$ cat config.mk
export PLATFORM = sky130hd
export DESIGN_NAME = uart_bus_master_flat
export DESIGN_NICKNAME = d
export VERILOG_FILES = /design/src/rtl/uart_bus_master_pkg.sv /design/src/rtl/uart_bus_master_if.sv /design/src/rtl/uart_bus_master_tx_handshake.sv /design/src/rtl/uart_bus_master.sv /design/src/flat_wrapper.sv
export SDC_FILE = /design/constraint.sdc
export NUM_CORES = 1
export LEC_CHECK = 0
export ABC_AREA = 0
export CAP_MARGIN = 20
export CORE_UTILIZATION = 25
export DETAILED_ROUTE_END_ITERATION = 10
export RECOVER_POWER = 25
export SYNTH_ARGS = -nofsm -noshare
export SYNTH_HDL_FRONTEND = slang
export SYNTH_SLANG_ARGS = --single-unit
export TNS_END_PERCENT = 5
$ cat constraint.sdc
create_clock -name clk -period 2.4 [get_ports clk]
set_input_delay 0.48 -clock clk [delete_from_list [all_inputs] [get_ports clk]]
set_output_delay 0.48 -clock clk [all_outputs]
set_load 0.03 [all_outputs]
$ cat src/rtl/uart_bus_master_pkg.sv
// uart_bus_master_pkg
//   Shared constants and state encodings for the UART bus master slice.
//   - Command/response byte codes seen on the UART link.
//   - Main FSM state encoding (3 bits).
//   - TX handshake sub-FSM encoding.
package uart_bus_master_pkg;

    localparam logic [7:0] CMD_WR  = 8'h57;
    localparam logic [7:0] CMD_RD  = 8'h52;
    localparam logic [7:0] RSP_ACK = 8'h06;
    localparam logic [7:0] RSP_NAK = 8'h15;

    typedef enum logic [2:0] {
        IDLE,
        ADDR,
        DATA,
        REQ,
        ACCESS,
        RESP,
        TX_ACC,
        TX_DONE
    } state_t;

    typedef enum logic [1:0] {
        HS_IDLE,   // nothing in flight
        HS_WAIT,   // byte loaded, waiting for sender idle
        HS_EN,     // tx_en held until sender goes busy
        HS_DRAIN   // waiting for sender to finish shifting
    } hs_state_t;

endpackage

$ cat src/rtl/uart_bus_master_if.sv
// uart_bus_master_if
//   Single-cycle peripheral bus as seen by an initiator.
//   master: drives bus_req, rd, wr, addr, wdata; samples bus_gnt, rdata.
//   slave : the arbiter/peripheral side (grant + combinational read data).
interface uart_bus_master_if;
    logic        bus_req;
    logic        bus_gnt;
    logic        rd;
    logic        wr;
    logic [31:0] addr;
    logic [31:0] wdata;
    logic [31:0] rdata;

    modport master (
        output bus_req, rd, wr, addr, wdata,
        input  bus_gnt, rdata
    );

    modport slave (
        input  bus_req, rd, wr, addr, wdata,
        output bus_gnt, rdata
    );
endinterface

$ cat src/rtl/uart_bus_master_tx_handshake.sv
// uart_tx_handshake
//   Hands one byte to the UART sender: wait for idle, raise tx_en until the
//   sender goes busy, then wait for it to become idle again.
//   Ports:
//     clk, reset   clock, async active-low reset
//     load         pulse: a byte is ready on tx_data (held by the caller)
//     tx_status    sender idle flag (1 = idle)
//     tx_en        send request to the sender
//     accepted     pulse: sender took the byte (went busy while tx_en=1)
//     done         pulse: sender idle again after the byte
module uart_tx_handshake
    import uart_bus_master_pkg::*;
(
    input  logic clk,
    input  logic reset,
    input  logic load,
    input  logic tx_status,
    output logic tx_en,
    output logic accepted,
    output logic done
);

    hs_state_t hs, hs_n;

    always_ff @(posedge clk or negedge reset) begin
        if (!reset) hs <= HS_IDLE;
        else        hs <= hs_n;
    end

    always_comb begin
        hs_n     = hs;
        tx_en    = 1'b0;
        accepted = 1'b0;
        done     = 1'b0;
        case (hs)
            HS_IDLE:  if (load) hs_n = HS_WAIT;
            HS_WAIT:  if (tx_status) hs_n = HS_EN;
            HS_EN: begin
                tx_en = 1'b1;
                if (!tx_status) begin
                    accepted = 1'b1;
                    hs_n     = HS_DRAIN;
                end
            end
            HS_DRAIN: if (tx_status) begin
                done = 1'b1;
                hs_n = HS_IDLE;
            end
            default:  hs_n = HS_IDLE;
        endcase
    end

endmodule

$ cat src/rtl/uart_bus_master.sv
// uart_bus_master
//   Decodes UART command frames (write 0x57 + A[4] + D[4], read 0x52 + A[4]),
//   performs one bus access after grant and answers over the UART sender
//   (ACK, NAK, or four read-data bytes MSB first).
//   Ports:
//     clk, reset            clock, async active-low reset
//     rx_data, rx_status    receiver byte and valid level (byte on rising edge)
//     tx_data, tx_en        byte and send request to the sender
//     tx_status             sender idle flag
//     bif (master)          bus_req/bus_gnt/rd/wr/addr/wdata/rdata
//     busy                  high whenever not IDLE
module uart_bus_master
    import uart_bus_master_pkg::*;
#(
    parameter int TIMEOUT_CYCLES = 1000000,
    parameter int TO_W           = 20
) (
    input  logic                      clk,
    input  logic                      reset,
    input  logic [7:0]                rx_data,
    input  logic                      rx_status,
    output logic [7:0]                tx_data,
    output logic                      tx_en,
    input  logic                      tx_status,
    uart_bus_master_if.master         bif,
    output logic                      busy
);

    localparam logic [TO_W-1:0] TO_LAST = TO_W'(TIMEOUT_CYCLES - 1);

    state_t          state, state_n;
    logic            rx_q;
    logic            byte_stb;
    logic            is_wr;
    logic [1:0]      byte_cnt;
    logic [1:0]      rsp_left;     // response bytes still to send after the current one
    logic [31:0]     rsp_sr;       // response bytes, next one in [31:24]
    logic [TO_W-1:0] to_cnt;
    logic [31:0]     addr_r, wdata_r;
    logic            ld_nak, ld_ack, hs_load;
    logic            hs_acc, hs_done;

    assign byte_stb = rx_status & ~rx_q;

    // ---------------- state register ----------------
    always_ff @(posedge clk or negedge reset) begin
        if (!reset) state <= IDLE;
        else        state <= state_n;
    end

    // ---------------- next state / decode ----------------
    always_comb begin
        state_n = state;
        ld_nak  = 1'b0;
        ld_ack  = 1'b0;
        hs_load = 1'b0;
        case (state)
            IDLE: if (byte_stb) begin
                if (rx_data == CMD_WR || rx_data == CMD_RD) begin
                    state_n = ADDR;
                end else begin
                    state_n = RESP;
                    ld_nak  = 1'b1;
                end
            end
            // A byte in the same cycle as expiry takes priority.
            ADDR: if (byte_stb) begin
                if (byte_cnt == 2'd3) begin
                    if (is_wr) begin
                        state_n = DATA;
                    end else if (rx_data[1:0] != 2'b00) begin
                        state_n = RESP;
                        ld_nak  = 1'b1;
                    end else begin
                        state_n = REQ;
                    end
                end
            end else if (to_cnt == TO_LAST) begin
                state_n = IDLE;
            end
            DATA: if (byte_stb) begin
                if (byte_cnt == 2'd3) begin
                    if (addr_r[1:0] != 2'b00) begin
                        state_n = RESP;
                        ld_nak  = 1'b1;
                    end else begin
                        state_n = REQ;
                    end
                end
            end else if (to_cnt == TO_LAST) begin
                state_n = IDLE;
            end
            REQ:     if (bif.bus_gnt) state_n = ACCESS;
            ACCESS: begin
                state_n = RESP;
                ld_ack  = is_wr;
            end
            RESP: begin
                hs_load = 1'b1;
                state_n = TX_ACC;
            end
            TX_ACC:  if (hs_acc) state_n = TX_DONE;
            TX_DONE: if (hs_done) state_n = (rsp_left == 2'd0) ? IDLE : RESP;
            default: state_n = IDLE;
        endcase
    end

    // ---------------- datapath ----------------
    always_ff @(posedge clk or negedge reset) begin
        if (!reset) begin
            rx_q     <= 1'b0;
            is_wr    <= 1'b0;
            byte_cnt <= 2'd0;
            rsp_left <= 2'd0;
            rsp_sr   <= 32'h0;
            to_cnt   <= '0;
            addr_r   <= 32'h0;
            wdata_r  <= 32'h0;
            tx_data  <= 8'h0;
        end else begin
            rx_q <= rx_status;

            if ((state == ADDR || state == DATA) && !byte_stb) to_cnt <= to_cnt + TO_W'(1);
            else                                               to_cnt <= '0;

            if (state == IDLE && byte_stb) begin
                is_wr    <= (rx_data == CMD_WR);
                byte_cnt <= 2'd0;
            end
            // byte_cnt wraps 3->0, so DATA starts counting from zero
            if (state == ADDR && byte_stb) begin
                addr_r   <= {addr_r[23:0], rx_data};
                byte_cnt <= byte_cnt + 2'd1;
            end
            if (state == DATA && byte_stb) begin
                wdata_r  <= {wdata_r[23:0], rx_data};
                byte_cnt <= byte_cnt + 2'd1;
            end

            if (ld_nak) begin
                rsp_sr   <= {RSP_NAK, 24'h0};
                rsp_left <= 2'd0;
            end else if (ld_ack) begin
                rsp_sr   <= {RSP_ACK, 24'h0};
                rsp_left <= 2'd0;
            end else if (state == ACCESS && !is_wr) begin
                rsp_sr   <= bif.rdata;
                rsp_left <= 2'd3;
            end else if (state == RESP) begin
                tx_data <= rsp_sr[31:24];
                rsp_sr  <= {rsp_sr[23:0], 8'h0};
            end else if (state == TX_DONE && hs_done && rsp_left != 2'd0) begin
                rsp_left <= rsp_left - 2'd1;
            end
        end
    end

    uart_tx_handshake u_tx_hs (
        .clk       (clk),
        .reset     (reset),
        .load      (hs_load),
        .tx_status (tx_status),
        .tx_en     (tx_en),
        .accepted  (hs_acc),
        .done      (hs_done)
    );

    assign bif.bus_req = (state == REQ) || (state == ACCESS);
    assign bif.rd      = (state == ACCESS) && !is_wr;
    assign bif.wr      = (state == ACCESS) &&  is_wr;
    assign bif.addr    = addr_r;
    assign bif.wdata   = wdata_r;
    assign busy        = (state != IDLE);

endmodule

$ cat src/flat_wrapper.sv
// flat-port wrapper written by rule: the top's interface ports become plain ports
module uart_bus_master_flat import uart_bus_master_pkg::*;
#(
    parameter int TIMEOUT_CYCLES = 1000000,
    parameter int TO_W           = 20
)
  (clk, reset, rx_data, rx_status, tx_data, tx_en, tx_status, busy, bif_bus_req, bif_rd, bif_wr, bif_addr, bif_wdata, bif_bus_gnt, bif_rdata);
  uart_bus_master_if bif_i ();
  input  logic clk;
  input  logic reset;
  input  logic [7:0] rx_data;
  input  logic rx_status;
  output logic [7:0] tx_data;
  output logic tx_en;
  input  logic tx_status;
  output logic busy;
  output wire logic [$bits(bif_i.bus_req)-1:0] bif_bus_req;
  output wire logic [$bits(bif_i.rd)-1:0] bif_rd;
  output wire logic [$bits(bif_i.wr)-1:0] bif_wr;
  output wire logic [$bits(bif_i.addr)-1:0] bif_addr;
  output wire logic [$bits(bif_i.wdata)-1:0] bif_wdata;
  input wire logic [$bits(bif_i.bus_gnt)-1:0] bif_bus_gnt;
  input wire logic [$bits(bif_i.rdata)-1:0] bif_rdata;
  assign bif_bus_req = bif_i.bus_req;
  assign bif_rd = bif_i.rd;
  assign bif_wr = bif_i.wr;
  assign bif_addr = bif_i.addr;
  assign bif_wdata = bif_i.wdata;
  assign bif_i.bus_gnt = bif_bus_gnt;
  assign bif_i.rdata = bif_rdata;
  uart_bus_master #(.TIMEOUT_CYCLES(TIMEOUT_CYCLES), .TO_W(TO_W)) u_core (.clk(clk), .reset(reset), .rx_data(rx_data), .rx_status(rx_status), .tx_data(tx_data), .tx_en(tx_en), .tx_status(tx_status), .bif(bif_i), .busy(busy));
endmodule
# Yosys cells after proc, flatten, opt, wreduce, memory -nomap -nowiden
# Cells that the tools add are included.
# totals
register_bits	135
latchBits	0
ramBits	0
mem_bits_ro	0
inputBits	45
word_cells	121
mem_count	0
# op_classes
addsub	3
n_mul	0
div_mod_pow	0
order_cmp	0
n_eq_ne	25
n_shift	0
mux	50
bitwise	5
reduce_logical	27
# ops
cell	count
$mux W32	4
$mux W3	14
$mux W2	12
$pmux W3 S8	1
$add A20 B1 Y20 const B	1
$eq A20 B20 Y1 const B	1
$mux W20	1
$eq A8 B7 Y1 const B	2
$mux W1	16
$eq A3 B3 Y1 const B	4
$logic_and A1 B1 Y1	8
$ne A2 B1 Y1 const B	4
$ne A2 B2 Y1 const B	4
$pmux W2 S4	1
$reduce_and A4 Y1	2
$reduce_bool A4 Y1	2
$eq A2 B2 Y1 const B	3
$eq A3 B2 Y1 const B	2
$ne A3 B3 Y1 const B	2
$reduce_and A6 Y1	1
$reduce_bool A2 Y1	3
$reduce_bool A3 Y1	2
$logic_not A2 Y1	2
$ne A4 B2 Y1 const B	1
11 further kinds	17

# Logic depth before layout (Yosys ltp)
# depth
word_depth	9
depth_mapped	7
ltp_nobuf	6

# By module
# From an unflattened synthesis, not the netlist that was laid out.
# hier_totals
hier_cells	505
hier_area_um2	6020.8
# modules_own_cells
module	n_inst	cells_each	area_per_inst_um2	seq_area_each_um2
uart_bus_master	1	488	5845.6	3328.2
uart_tx_handshake	1	17	175.2	50.0

# Worst setup path before layout
# Ideal clock, no wire load.
# synth_path
kind	register -> register
from	register u_core.u_tx_hs.hs[0]
to	register u_core.state[1]
arrival_ns	1.930
required_time_ns	2.274
setup_slack_ns	0.344
path_stages_with_launch	7
path_buffers	0
period_less_slack_ns	2.056
cell_sequence	dfrtp_1 -> inv_1 -> ha_1 -> or3b_2 -> o2111ai_1 -> o31ai_1 -> a221o_1
# synth_between
elab_chain_cells	4
elab_cells_between_ends	7
# synth_rtl
item	line	text
start: declaration	uart_bus_master_tx_handshake.sv:23	hs_state_t hs, hs_n;
start signal: assignment	uart_bus_master_tx_handshake.sv:27	else hs <= hs_n;
$eq A2 B2 Y1	uart_bus_master_tx_handshake.sv:35	case (hs)
$mux W1	uart_bus_master_tx_handshake.sv:35	
$ne A2 B1 Y1 (no line)	n/a	
$reduce_and A6 Y1 (no line) *	n/a	
end signal: assignment	uart_bus_master.sv:48	else state <= state_n;
end: declaration	uart_bus_master.sv:31	state_t state, state_n;
# Mark *: on every way between the ends. The rest lies on a longest branch, timed or not.
# A chain may end at the register's enable or synchronous reset.

# Worst setup path after layout
# layout_path
from	register u_core.state[1]
to	output bif_wr
# layout_between
elab_chain_cells	2
# layout_rtl
item	line	text
$eq A3 B3 Y1	uart_bus_master.sv:170	assign bif.wr = (state == ACCESS) && is_wr;
$logic_and A1 B1 Y1	uart_bus_master.sv:170	
end: declaration	flat_wrapper.sv:19	output wire logic [$bits(bif_i.wr)-1:0] bif_wr;
# No other way between the ends.

==> impl_metrics.toml <==
[floorplan]
io_pins = 122
start_util = 0.256
die_h_microns = 158
die_w_microns = 158
die-area_sq_mm = 0.0248
core-area_sq_mm = 0.0236
rows = 56

[global_routing]
overflow = 0
track_usage = 0.125
grt_start_max_net_pins = 66
antenna_found_initial = 0
grt_pass1_wl_mm = 24.0
grt_pass1_vias = 4484

[timing]
maxSlewViolCount = 65
postLayoutSetupSlackWorst_ns = 0.150
setup_violations = 0
fin_crit_sh = 0.938
hold_slack_ns = 0.503
fin_worst_skew_ns = 0.0106
rsz0062_at_grt = "no"
hold_violations = 0
fmax_ghz = 0.444
worst_pin_slew_ns = 1.73
relSlewSlack = -0.156
fin_crit_ns = 2.25

[clock_tree]
cts_max_path_buffers = 2
htreeDepth = 4
postCtsSetupBuffers = 0
root_buffer = "clkbuf_16"
clk_pin_slew_ns = 0.06
clkLatencyLatePin_ns = 0.42
cts_tree = "done"
clock-sinks = 135
numCtsBuffers = 17

[synthesis]
ys_seq_elements = 135
synthFlopType = "dfrtp_1"
synth_edf_count = 0
syn_area_sq_mm = 0.00605
synth.distinct_cells = 53
ys_async_sr_fraction = 1.00
ys_seq_area_frac = 0.558
synthesis.nets = 560
syn_area_per_cell_sq_um = 11.9
syn_inst = 507
ys_warn_count = 0

[worst_setup_path]
crit_path_end_kind = "primary output"
start_kind = "flip-flop"
critPathKind = "reg -> out"
crit_path_max_fanout = 12
crit_required_ns = 1.92
cp.arrival_ns = 1.77

[flow_run]
drv_cap = 1

[detailed_routing]
drt_iter0_drc = 162
dr_total_vias = 4536
vias_per_cell = 4.65
ant_nets = 0
avgRoutedWirePerCell_microns = 15.0
routed_wirelength_mm = 14.7
drcViolationCount = 0
drtPass1Iterations = 5

[placed_design]
place_congestion = 0.824
numPortBuffers = 121
dp_slack_ns = -0.0307
hpwl_mm = 10.3

[power]
swShare = 0.374
p_switching_mw = 4.19
p_per_area_mw_per_mm2 = 1330
pwr-share-clk = 0.248
leakage_nw = 3.53
pwr-share-comb = 0.417
power_frac_seq = 0.335
ir_drop_uv = 607
p_int_mw = 7.00

[layout]
nets = 696
diodes = 0
syn2layout_area_growth_pct = 38.7
drive_gt1_frac = 0.213

[outcome]
outcome = "finished with violations"
violations = "capacitance limit, slew limit"

[worst_hold_path]
hold_path_class = "reg -> reg"
-- power groups by stage --
stage / clock network [mW] / registers [mW] / logic, mW
floorplan: 0 / 4.51 / 2.14
global placement: 0 / 3.77 / 4.66
detailed placement: 0 / 3.79 / 4.71
CTS: 2.85 / 3.76 / 4.71
global route: 2.96 / 3.89 / 5.06
finish: 2.77 / 3.75 / 4.67
-- worst paths after layout --
check,from,to,slack [ns],depth (start not counted)
setup / recovery,u_core.state[1],bif_wr,0.15,3
hold / removal,u_core.bif.addr[26],u_core.bif.addr[26],0.50,1
setup reg to reg,u_core.u_tx_hs.hs[0],u_core.state[1],0.40,6
hold reg to reg,u_core.bif.addr[26],u_core.bif.addr[26],0.50,1
max in group asynchronous,reset,u_core.bif.wdata[28],0.80,2
min in group asynchronous,reset,u_core.rsp_sr[25],0.51,1
-- routing by layer --
| metal | share of wire | global-route usage |
|---|---|---|
| met1 | 0.44 | 0.160 |
| met2 | 0.49 | 0.195 |
| met3 | 0.062 | 0.0413 |
| met4 | 0.013 | 0.0490 |
| met5 | 0 | 0 |
-- cells by family (layout without fill, tap and decap cells) --
kind of cell / count (synthesis) / after routing / synth area share
adders and majority gates: 8 / 8 / 0.0165
DFF: 135 / 135 / 0.558
buffers and inverters: 42 / 191 / 0.0302
muxes: 77 / 77 / 0.142
AOI/OAI and AO/OA: 84 / 84 / 0.103
xor gates and xnor gates: 13 / 13 / 0.0188
and+or+nand+nor: 148 / 148 / 0.131
-- worst max-delay path, stage by stage (launching register included) --
cell      delay (ns)
dfrtp_1         0.50
nand2b_1        0.27
nor3_1          0.33
buf_4           0.25
-- cells in the final DEF (no fill, tap or decap), drive strengths merged, types with 4 or more instances in the layout --
master	instances
a21oi	13
a221oi	23
a32o	8
buf	28
bufinv	4
clkbuf	22
clkdlybuf4s50	114
clkinv	4
dfrtp	135
ha	8
inv	15
mux2	73
mux2i	4
nand2	17
nand2b	7
nand3	11
nand4	9
nor2	40
nor2b	6
nor3	27
nor4	9
o21ai	16
o31ai	6
or3	4
or4	5
xnor2	8
xor2	5
-- state kept, by name (all words and copies together), names as in the netlist --
| register | count |
|---|---|
| u_core.to_cnt | 20 |
| u_core.rsp_left | 2 |
| u_core.u_tx_hs.hs | 2 |
| u_core.rx_q | 1 |
| u_core.is_wr | 1 |
| u_core.state | 3 |
| u_core.bif.wdata | 32 |
| u_core.tx_data | 8 |
| u_core.rsp_sr | 32 |
| u_core.byte_cnt | 2 |
| u_core.bif.addr | 32 |
-- per-stage QoR --
stage | utilization | TNS (ns) | cell area, sq um | power (mW) | std cells
detailed placement | 0.329 | -0.215 | 7770 | 8.49 | 943
CTS | 0.356 | 0 | 8410 | 11.3 | 975
global placement | 0.329 | 0 | 7770 | 8.44 | 943
finish | 0.356 | 0 | 8400 | 11.2 | 975
floorplan | - | 0 | 6050 | 6.65 | 507
global route | 0.356 | 0 | 8400 | 11.9 | 975
-- repair_timing --
item                                    CTS  global route
hold buffers                              0             0
endpoints found under the setup margin    1             0
resized for setup                         1             0
-- Yosys cell counts, drive strengths merged (4+ instances only) --
cell | number | area [sq um]
o31ai | 6 | 45.0
or4 | 5 | 37.5
inv | 11 | 41.3
mux2i | 4 | 40.0
o21ai | 16 | 80.1
nand3 | 11 | 60.1
or3 | 4 | 25.0
a221oi | 23 | 201
a32o | 8 | 80.1
mux2 | 73 | 822
ha | 8 | 100
clkbuf | 16 | 61.3
nor2 | 40 | 153
nand4 | 9 | 71.3
dfrtp | 135 | 3380
xnor2 | 8 | 70.1
buf | 14 | 76.3
nor2b | 6 | 37.5
nand2b | 7 | 43.8
xor2 | 5 | 43.8
nand2 | 17 | 63.8
nor4 | 9 | 56.3
nor3 | 27 | 145
a21oi | 13 | 65.1
-- cell type report --
type / count / area [sq um]
clock buffers: 19 / 443
multi-input cells: 330 / 2490
repair buffers: 147 / 1450
inverters: 12 / 45.0
clock inverters: 13 / 193
fillers: 2431 / 15200
flip-flops and latches: 135 / 3380
well taps: 319 / 399
Power figures use the tool's default switching activity.
